[config.mk]
export PLATFORM = sky130hd
export DESIGN_NAME = spine_egress_scheduler
export DESIGN_NICKNAME = d
export VERILOG_FILES = /design/src/rtl/gpuni_noc_pkg.sv /design/src/rtl/rr_arbiter.sv /design/src/rtl/spine_egress_scheduler.sv
export SDC_FILE = /design/constraint.sdc
export NUM_CORES = 1
export LEC_CHECK = 0
export ABC_AREA = 1
export BUFFER_PORTS_ARGS = -buffer_cell sky130_fd_sc_hd__buf_2
export CORE_MARGIN = 4
export CORE_UTILIZATION = 52
export DETAILED_ROUTE_END_ITERATION = 8
export PLACE_DENSITY_LB_ADDON = 0.12
export SYNTH_ARGS = -nofsm -noshare
export SYNTH_HDL_FRONTEND = slang
export SYNTH_HIERARCHICAL = 1
export SYNTH_SLANG_ARGS = --single-unit
[constraint.sdc]
create_clock -name ACLK -period 4.3 [get_ports ACLK]
set_clock_uncertainty 0.15 [all_clocks]
set_input_delay 0.43 -clock ACLK [delete_from_list [all_inputs] [get_ports ACLK]]
set_output_delay 0.43 -clock ACLK [all_outputs]
set_load 0.1 [all_outputs]
[src/rtl/gpuni_noc_pkg.sv]
// Shared NoC egress definitions: default geometry of the spine scheduler and its
// pause-handshake state encoding.
package gpuni_noc_pkg;

  localparam int DEF_DWIDTH     = 16;
  localparam int DEF_NUM_SPINES = 4;
  localparam int DEF_CREDITS    = 4;

  typedef enum logic [1:0] {
    ST_RUN    = 2'd0,
    ST_DRAIN  = 2'd1,
    ST_PAUSED = 2'd2
  } sched_state_e;

endpackage

[src/rtl/rr_arbiter.sv]
// Round-robin arbiter: one-hot grant to the first requester at or above ptr,
// wrapping modulo N.
module rr_arbiter #(
  parameter int N  = 4,
  parameter int PW = (N > 1) ? $clog2(N) : 1
) (
  input  logic [N-1:0]  req,
  input  logic [PW-1:0] ptr,
  output logic [N-1:0]  grant
);

  logic          found;
  logic [PW-1:0] idx;
  int            sum;

  always_comb begin
    grant = '0;
    found = 1'b0;
    idx   = '0;
    sum   = 0;
    for (int i = 0; i < N; i++) begin
      // ptr is always below N, so one conditional subtract is enough to wrap
      sum = int'(ptr) + i;
      if (sum >= N) sum = sum - N;
      idx = PW'(sum);
      if (!found && req[idx]) begin
        grant[idx] = 1'b1;
        found      = 1'b1;
      end
    end
  end

endmodule

[src/rtl/spine_egress_scheduler.sv]
// Spreads NI flits round-robin over credit-managed spine uplinks with one cycle of
// latency, and supports a pause handshake that waits for all credits to come home.
module spine_egress_scheduler
  import gpuni_noc_pkg::*;
#(
  parameter int DWIDTH     = DEF_DWIDTH,
  parameter int NUM_SPINES = DEF_NUM_SPINES,
  parameter int CREDITS    = DEF_CREDITS
) (
  input  logic                         ACLK,
  input  logic                         ARESETn,
  input  logic [DWIDTH-1:0]            ni_data,
  input  logic                         ni_valid,
  output logic                         ni_ready,
  output logic [NUM_SPINES*DWIDTH-1:0] spine_out_data,
  output logic [NUM_SPINES-1:0]        spine_out_valid,
  input  logic [NUM_SPINES-1:0]        spine_credit_ret,
  input  logic [NUM_SPINES-1:0]        cfg_spine_en,
  input  logic                         pause_req,
  output logic                         pause_ack,
  output logic                         credit_err
);

  localparam int CW = $clog2(CREDITS + 1);
  localparam int PW = (NUM_SPINES > 1) ? $clog2(NUM_SPINES) : 1;

  sched_state_e state, state_next;

  logic [CW-1:0]                credit [NUM_SPINES];
  logic [PW-1:0]                rr_ptr;
  logic [PW-1:0]                gidx;
  logic [NUM_SPINES-1:0]        eligible;
  logic [NUM_SPINES-1:0]        grant;
  logic [NUM_SPINES-1:0]        full;
  logic [NUM_SPINES-1:0]        vld_p1;
  logic [NUM_SPINES*DWIDTH-1:0] data_p1;
  logic                         xfer;
  logic                         err_q;

  always_comb begin
    for (int i = 0; i < NUM_SPINES; i++) begin
      eligible[i] = cfg_spine_en[i] && (credit[i] != '0);
      full[i]     = (credit[i] == CW'(CREDITS));
    end
  end

  rr_arbiter #(.N(NUM_SPINES), .PW(PW)) u_rr_arbiter (
    .req   (eligible),
    .ptr   (rr_ptr),
    .grant (grant)
  );

  assign xfer = ni_valid && ni_ready;

  always_comb begin
    gidx = '0;
    for (int i = 0; i < NUM_SPINES; i++) begin
      if (grant[i]) gidx = PW'(i);
    end
  end

  always_ff @(posedge ACLK or negedge ARESETn) begin
    if (!ARESETn) begin
      state <= ST_RUN;
    end else begin
      state <= state_next;
    end
  end

  // Returning to RUN beats completing the drain when the request drops.
  always_comb begin
    state_next = state;
    unique case (state)
      ST_RUN:    if (pause_req) state_next = ST_DRAIN;
      ST_DRAIN: begin
        if (!pause_req)                       state_next = ST_RUN;
        else if ((&full) && (vld_p1 == '0))   state_next = ST_PAUSED;
      end
      ST_PAUSED: if (!pause_req) state_next = ST_RUN;
      default:   state_next = ST_RUN;
    endcase
  end

  always_comb begin
    ni_ready  = (state == ST_RUN) && (|eligible);
    pause_ack = (state == ST_PAUSED);
  end

  // Stage p1: registered spine outputs, round-robin pointer and credit accounting
  always_ff @(posedge ACLK or negedge ARESETn) begin
    if (!ARESETn) begin
      vld_p1  <= '0;
      data_p1 <= '0;
      rr_ptr  <= '0;
      err_q   <= 1'b0;
      for (int i = 0; i < NUM_SPINES; i++) credit[i] <= CW'(CREDITS);
    end else begin
      vld_p1 <= xfer ? grant : '0;
      if (xfer) rr_ptr <= (gidx == PW'(NUM_SPINES - 1)) ? '0 : gidx + PW'(1);
      for (int i = 0; i < NUM_SPINES; i++) begin
        if (xfer && grant[i]) data_p1[i*DWIDTH +: DWIDTH] <= ni_data;
        if ((xfer && grant[i]) && !spine_credit_ret[i]) begin
          credit[i] <= credit[i] - CW'(1);
        end else if (!(xfer && grant[i]) && spine_credit_ret[i]) begin
          if (full[i]) err_q     <= 1'b1;
          else         credit[i] <= credit[i] + CW'(1);
        end
      end
    end
  end

  assign spine_out_valid = vld_p1;
  assign spine_out_data  = data_p1;
  assign credit_err      = err_q;

endmodule

==> results.cfg, run 1 <==
[synth]
syn_inst = 512
synth_largest_area_cell = dfrtp_1
syn-cell-area_um2 = 4480
synth.distinct_cells = 32
synth.most_common_cell = nand2_1
syn_nets = 559
synth_top_area_share_pct = 45.3
ys.warnings.count = 6
avgSynthCellArea_um2 = 8.74
synth.ff_latch_count = 85
synth_ff_type = dfrtp_1
yosysSeqAreaShare_pct = 47.6
async_reset_ff_share_pct = 100
synth-edff-count = 0
netlist_top_cells_count = nand2_1, dfrtp_1, nand4_1
yosys-top-cells-area = dfrtp_1, nand2_1, nand4_1

[worst_setup_path]
r2r_start = rr_ptr[0]
reg2reg_setup_slack_ns = 0.72
cp_cell_sequence = inv_2, ha_1, inv_1, nand3_1, nand2_1, nand2_4, nor2_4, nand2_1, nand3_1, nand4_4, inv_1, ha_1, inv_1, fa_1, xnor2_1, nand3_1, xor2_1
slowest_delay_ns = 0.59
crit_fanout = 18
start_kind = register
worstRegToRegCells = 17
critical_path_class = reg2reg
slowest_stage = dfrtp_1
cp-end-kind = register
required_ns = 4.43
r2r_end = credit[11]
cp_data_arrival_time_ns = 3.71

[sta]
drv_slew = 0
min_period_ns = 3.58
timing.fmax_mhz = 279
worstMarginPinSlew_ns = 0.812
finalCritPeriodShare_pct = 83.4
slew_headroom_pct = 45.9
fin_tns_setup_ns = 0
rsz0062_at_grt = no
hold_violations = 0
setup_viol = 0

[global_routing]
grt_max_degree = 64
grt-ovfl-total = 0
antenna_found_initial = 0
track_usage_pct = 23.3
grt_pass1_wl_um = 18700
grt_pass1_vias = 3776

[clock_tree]
cts_buffers = 9
clockBufferDepth = 2
path_clk_slew_ns = 0.09
cts-hold-fix-buffers = 0
root_buffer = clkbuf_8
htreeDepth = 3
cts_resized = 0
postCtsSetupRepairBufs = 0
cts_tree = done
clock_latency_ns = 0.35
clkSinkCount = 85

[floorplan]
io_pins = 99
chipWidth_um = 101
rows = 33
core_um2 = 8300
dieHeight_um = 101
start_util_pct = 53.9
dieArea_um2 = 10200

[finish]
nNetsFinal = 649
drive_above_1_share_pct = 26.2
area_growth_pct = 16.9
diodes = 0

[detailed_routing]
wl_per_cell_um = 15.9
viasPerCell = 5.35
wirelength_um = 11300
drc = 0
routed-via-count = 3807
dr.pass1.iters = 4
drt_iter0_markers = 246
postRouteAntennaNets = 0

[status]
status = completed

[placement]
port_buffers = 98
hpwl_um = 7830
globalplace.congestion = 0.863

[worst_hold_path]
hp-class = in2async

[run]
maxCapViolCount = 0
## sequential cells by signal, indices dropped and copies added, names as in the netlist
register         cells
rr_ptr               2
spine_out_valid      4
spine_out_data      64
credit_err           1
state                2
credit              12
## how the worst max path moves through the flow
stage                     slack, ns       from         end  depth (start not counted)
after floorplan                0.85  rr_ptr[0]   credit[8]                         19
after global placement         0.90  rr_ptr[0]   credit[2]                         17
after detailed placement       0.73  rr_ptr[0]  credit[11]                         17
after CTS                      0.71  rr_ptr[0]  credit[11]                         17
after global routing           0.40  rr_ptr[0]  credit[11]                         17
final                          0.72  rr_ptr[0]  credit[11]                         17
## logic make-up (layout without fill, tap and decap cells)
kind of cell	Yosys count	in the layout	synth area share, %
and+or+nand+nor	309	309	34.9
adders and majority gates	19	19	5.98
buffers and inverters	79	174	8.10
xor gates and xnor gates	12	12	2.35
DFF	85	85	47.6
AOI/OAI and AO/OA	8	8	1.03
## routing by layer
layer	share of wire (%)	GRT usage, %
met5	0	0
met4	1.1	5.80
met3	5.3	4.29
met2	48	37.7
met1	46	32.6
## per-stage QoR
stage / area [µm²] / utilization, % / setup slack, ns / hold slack, ns / instances
2_1_floorplan: 4480 / - / 0.849 / -0.0156 / 512
3_3_place_gp: 4990 / 60.2 / 0.904 / 0.310 / 696
3_5_place_dp: 4990 / 60.2 / 0.729 / 0.311 / 696
4_1_cts: 5230 / 63.0 / 0.713 / 0.0363 / 712
5_1_grt: 5230 / 63.0 / 0.398 / 0.0562 / 712
6_report: 5230 / 63.0 / 0.715 / 0.0168 / 712
## final cells by class
cell class,count,area (µm²)
fillers,722,3070
flip-flops and latches,85,2130
multi-input cells,348,1980
repair buffers,106,553
inverters,52,195
clock buffers,11,131
well taps,105,131
clock inverters,5,108
## cell usage in the layout (no fill, tap or decap)
cell	n
a31oi_1	1
and2_1	1
buf_2	97
buf_4	9
bufinv_16	3
clkbuf_1	2
clkbuf_8	9
clkinv_4	1
dfrtp_1	81
dfstp_2	4
fa_1	4
ha_1	15
inv_1	44
inv_2	8
inv_6	1
nand2_1	169
nand2_2	12
nand2_4	2
nand2_8	1
nand3_1	36
nand3_2	2
nand4_1	65
nand4_4	4
nor2_1	7
nor2_2	1
nor2_4	3
nor2_8	1
nor3_1	4
o21ai_0	5
o21bai_1	2
or2_2	1
xnor2_1	4
xor2_1	8
## worst max-delay path, delay by kind of cell (launching register included)
| kind | cells | cell delay, ns |
|---|---|---|
| xor gates and xnor gates | 2 | 0.32 |
| and+or+nand+nor | 8 | 0.99 |
| DFF | 1 | 0.59 |
| buffers and inverters | 4 | 0.52 |
| adders and majority gates | 3 | 0.94 |
Power of run 1 is left out: the tool's default activity adds up to more than one toggle a clock period on the data nets, which glitch-free logic cannot reach.
==> run 2: changes to the inputs <==
- clock period: 4.3 -> 3.6 ns (I/O delays scaled with it)
==> run 2 against run 1 <==
The run now ends with negative hold slack left. Setup slack worse by 0.39 ns. Wire length is 3.7% higher. Final cell count grew 0.42%. Worst hold slack got worse by 0.035 ns. Count of clock-buffer cells in the layout shrank 2.
==> results.cfg, run 2 (synthesis gave the netlist of run 1 again) <==
[global_routing]
grt_pass1_vias = 3809
grt-ovfl-total = 0
antenna_found_initial = 0
grt_pass1_wl_um = 19200
track_usage_pct = 24.1
grt_max_degree = 77

[status]
status = finished with violations
violations = negative hold slack

[clock_tree]
cts_buffers = 9
postCtsSetupRepairBufs = 0
cts_resized = 0
clkSinkCount = 85
clockBufferDepth = 2
clock_latency_ns = 0.36
path_clk_slew_ns = 0.09
cts_tree = done
root_buffer = clkbuf_8
cts-hold-fix-buffers = 0
htreeDepth = 3

[detailed_routing]
viasPerCell = 5.43
wl_per_cell_um = 16.4
postRouteAntennaNets = 0
dr.pass1.iters = 5
routed-via-count = 3884
wirelength_um = 11700
drt_iter0_markers = 253
drc = 0

[sta]
fin_hold_ws_ns = -0.0187
fin_tns_setup_ns = 0
timing.fmax_mhz = 305
drv_slew = 0
slew_headroom_pct = 35.1
fin_ws_ns = 0.321
rsz0062_at_grt = no
setup_viol = 0
hold_violations = 6
worstMarginPinSlew_ns = 0.973
finalCritPeriodShare_pct = 91.1
min_period_ns = 3.28

[floorplan]
chipWidth_um = 101
io_pins = 99
core_um2 = 8300
dieHeight_um = 101
start_util_pct = 53.9
rows = 33
dieArea_um2 = 10200

[run]
maxCapViolCount = 0

[worst_setup_path]
r2r_start = rr_ptr[0]
reg2reg_setup_slack_ns = 0.32
critical_path_class = reg2reg
start_kind = register
r2r_end = credit[2]
cp-end-kind = register
required_ns = 3.74
worstRegToRegCells = 17
crit_fanout = 12
cp_data_arrival_time_ns = 3.42

[finish]
final_cell_mix = nand2_1, buf_2, dfrtp_1
area_growth_pct = 16.6
drive_above_1_share_pct = 26.9
diodes = 0
layout_commonest_cell = nand2_1
largest_reg_flops = 64
fillCellCount = 737
post-route-util_pct = 62.9
nNetsFinal = 652

[worst_hold_path]
hp-class = in2async

[placement]
place_ws_ns = 0.340
hpwl_um = 7990
globalplace.congestion = 0.903
port_buffers = 98
[run 2: cell count changes in the layout (fill, tap and decap cells not counted), sizes merged]
cell | before | now
buf | 106 | 109
inv | 53 | 56
bufinv | 3 | 1
clkbuf | 11 | 9
clkinv | 1 | 2
[run 2: how the worst max path moves through the flow]
stage	startpoint	end	cells after the start
final	rr_ptr[0]	credit[2]	17
after CTS	rr_ptr[0]	credit[2]	17
after global placement	rr_ptr[0]	credit[2]	17
after floorplan	rr_ptr[0]	credit[8]	19
after global routing	rr_ptr[0]	credit[5]	17
after detailed placement	rr_ptr[0]	credit[8]	17
[run 2: critical path: stages (launching register included)]
cell and delay [ns]:
dfrtp_1 0.57, inv_2 0.16, ha_1 0.37, inv_1 0.11, nand3_1 0.08, nand2_1 0.11, nand2_4 0.07, nor2_4 0.13
nand2_1 0.06, nand3_1 0.14, nand4_4 0.11, inv_1 0.10, ha_1 0.18, inv_1 0.08, fa_1 0.39, xnor2_1 0.16
nand3_1 0.11, xor2_1 0.15
[run 2: through the flow]
stage / cell area, µm² / std cells
2_1_floorplan: 4480 / 512
3_3_place_gp: 5020 / 699
3_5_place_dp: 5020 / 699
4_1_cts: 5220 / 715
5_1_grt: 5220 / 715
6_report: 5220 / 715
[run 2: routing by layer]
metal	track usage [%]	vias to the layer above	share of wire [%]
li1	-	1860	-
met1	32.4	1865	42
met2	38.0	142	48
met3	6.92	17	8.2
met4	7.46	0	2.0
met5	0	-	0
[run 2: final cells by class]
class                      count  area, µm²  area share (%)
multi-input combinational    348       1980            38.0
clock buffer                   9        124            2.37
timing repair buffer         109        576            11.0
inverter                      52        195            3.74
clock inverter                 7       81.3            1.56
sequential                    85       2130            40.8
tap                          105        131            2.52
Power of run 2 is left out for the same reason.
==> run 3: changes to the inputs <==
--- a/config.mk
+++ b/config.mk
@@ -8,3 +8,2 @@
 export ABC_AREA = 1
-export BUFFER_PORTS_ARGS = -buffer_cell sky130_fd_sc_hd__buf_2
 export CORE_MARGIN = 4
@@ -12,2 +11,3 @@
 export DETAILED_ROUTE_END_ITERATION = 8
+export DONT_BUFFER_PORTS = 1
 export PLACE_DENSITY_LB_ADDON = 0.12
==> constraint.sdc (replaced) <==
create_clock -name ACLK -period 3.6 [get_ports ACLK]
set_clock_uncertainty 0.15 [all_clocks]
set_input_delay 0.9 -clock ACLK [delete_from_list [all_inputs] [get_ports ACLK]]
set_output_delay 0.9 -clock ACLK [all_outputs]
set_load 0.1 [all_outputs]
==> run 3 against run 2 <==
The run now ends clean. Register-to-register slack got worse by 0.08 ns. Largest cell class unchanged. Utilization fell by 6.0 points. Via count fell by 12%. Sequential share of layout area rose by 4.3 points. Non-clock buffer count fell by 98.
==> results.cfg, run 3 (synthesis gave the netlist of run 1 again) <==
[status]
status = completed

[global_routing]
grt_max_degree = 86
antenna_found_initial = 0
grt_pass1_vias = 3393
grt_pass1_wl_um = 17900
track_usage_pct = 22.6
grt-ovfl-total = 0

[detailed_routing]
drc = 0
routed-via-count = 3437
dr.pass1.iters = 4
viasPerCell = 5.57
wl_per_cell_um = 17.8
postRouteAntennaNets = 0
drt_iter0_markers = 214
wirelength_um = 11000

[sta]
rsz0062_at_grt = no
finalCritPeriodShare_pct = 93.4
timing.fmax_mhz = 297
hold_violations = 0
slew_headroom_pct = 35.1
min_period_ns = 3.36
worstMarginPinSlew_ns = 0.973
drv_slew = 0
fin_tns_setup_ns = 0
setup_viol = 0

[placement]
globalplace.congestion = 0.870
hpwl_um = 7540
port_buffers = 0

[worst_setup_path]
start_kind = register
critical_path_class = reg2reg
startpoint = rr_ptr[0]
reg2reg_setup_slack_ns = 0.24
r2r_end = credit[2]
slowest_delay_ns = 0.59
worstRegToRegCells = 17
crit_path_end = credit[2]
cp-end-kind = register
slowest_stage = dfrtp_1
crit_fanout = 12
required_ns = 3.73
r2r_start = rr_ptr[0]
cp_cell_sequence = inv_2, ha_1, inv_1, nand3_1, nand2_1, nand2_4, nor2_4, nand2_1, nand3_1, nand4_4, inv_1, ha_1, inv_1, fa_1, xnor2_1, nand3_1, xor2_1
cp_data_arrival_time_ns = 3.49

[clock_tree]
clkSinkCount = 85
postCtsSetupRepairBufs = 0
cts_tree = done
cts_buffers = 9
path_clk_slew_ns = 0.09
clockBufferDepth = 2
root_buffer = clkbuf_8
clock_latency_ns = 0.36
cts_resized = 0
cts-hold-fix-buffers = 0
htreeDepth = 3

[finish]
layout_commonest_cell = nand2_1
final_cell_mix = nand2_1, dfrtp_1, nand4_1
ff_latch_area_um2 = 2130
diodes = 0
largest_reg_flops = 64
area_growth_pct = 5.48
fillCellCount = 757
drive_above_1_share_pct = 12.9
multiInputGateArea_um2 = 1980
nNetsFinal = 554

[worst_hold_path]
hp-class = in2async

[floorplan]
dieArea_um2 = 10200
rows = 33
chipWidth_um = 101
core_um2 = 8300
start_util_pct = 53.9
io_pins = 99
dieHeight_um = 101

[run]
maxCapViolCount = 0
==> run 3: changes by cell type in the layout (fill, tap and decap cells not counted), sizes merged <==
cell and delta:
clkbuf +1, inv -2, buf -98, clkinvlp +1
==> run 3: critical path, delay by kind of cell (launching register included) <==
| kind | cells | cell delay [ns] |
|---|---|---|
| XOR/XNOR | 2 | 0.30 |
| adder cells (fa/ha/maj) | 3 | 0.96 |
| buffers and inverters | 4 | 0.46 |
| flip-flops | 1 | 0.59 |
| AND/OR/NAND/NOR | 8 | 0.83 |
==> run 3: final cells by class <==
class / count / area share (%)
Clock inverter: 6 / 1.46
Multi-Input combinational cell: 348 / 42.0
Clock buffer: 10 / 2.70
Tap cell: 105 / 2.78
Inverter: 52 / 4.13
Sequential cell: 85 / 45.2
Timing Repair Buffer: 11 / 1.75
==> run 3: per-layer routing <==
layer | share of wire, % | vias up | GRT usage [%]
met5 | 0 | - | 0
met4 | 1.4 | 0 | 6.74
met3 | 8.4 | 10 | 6.78
met2 | 48 | 121 | 35.9
met1 | 42 | 1646 | 30.0
li1 | - | 1660 | -
==> run 3: worst min-delay path by stage <==
stage,startpoint,endpoint,cells past startpoint
detailed placement,credit[11],credit[11],2
global placement,credit[11],credit[11],2
floorplan,credit[11],credit[11],2
CTS,ARESETn,spine_out_data[26],0
global route,ARESETn,credit[9],0
finish,ARESETn,credit[9],0
==> run 3: per-stage QoR <==
step | instance area, µm² | util [%] | hold WS (ns) | setup slack [ns] | std cells
floorplan | 4480 | - | 0.320 | 0.00528 | 512
global placement | 4530 | 54.5 | 0.332 | 0.359 | 601
detailed placement | 4530 | 54.5 | 0.332 | 0.247 | 601
CTS | 4720 | 56.9 | 0.0556 | 0.256 | 617
global route | 4720 | 56.9 | 0.0535 | 0.0142 | 617
finish | 4720 | 56.9 | 0.0731 | 0.237 | 617
Power of run 3 is left out for the same reason.
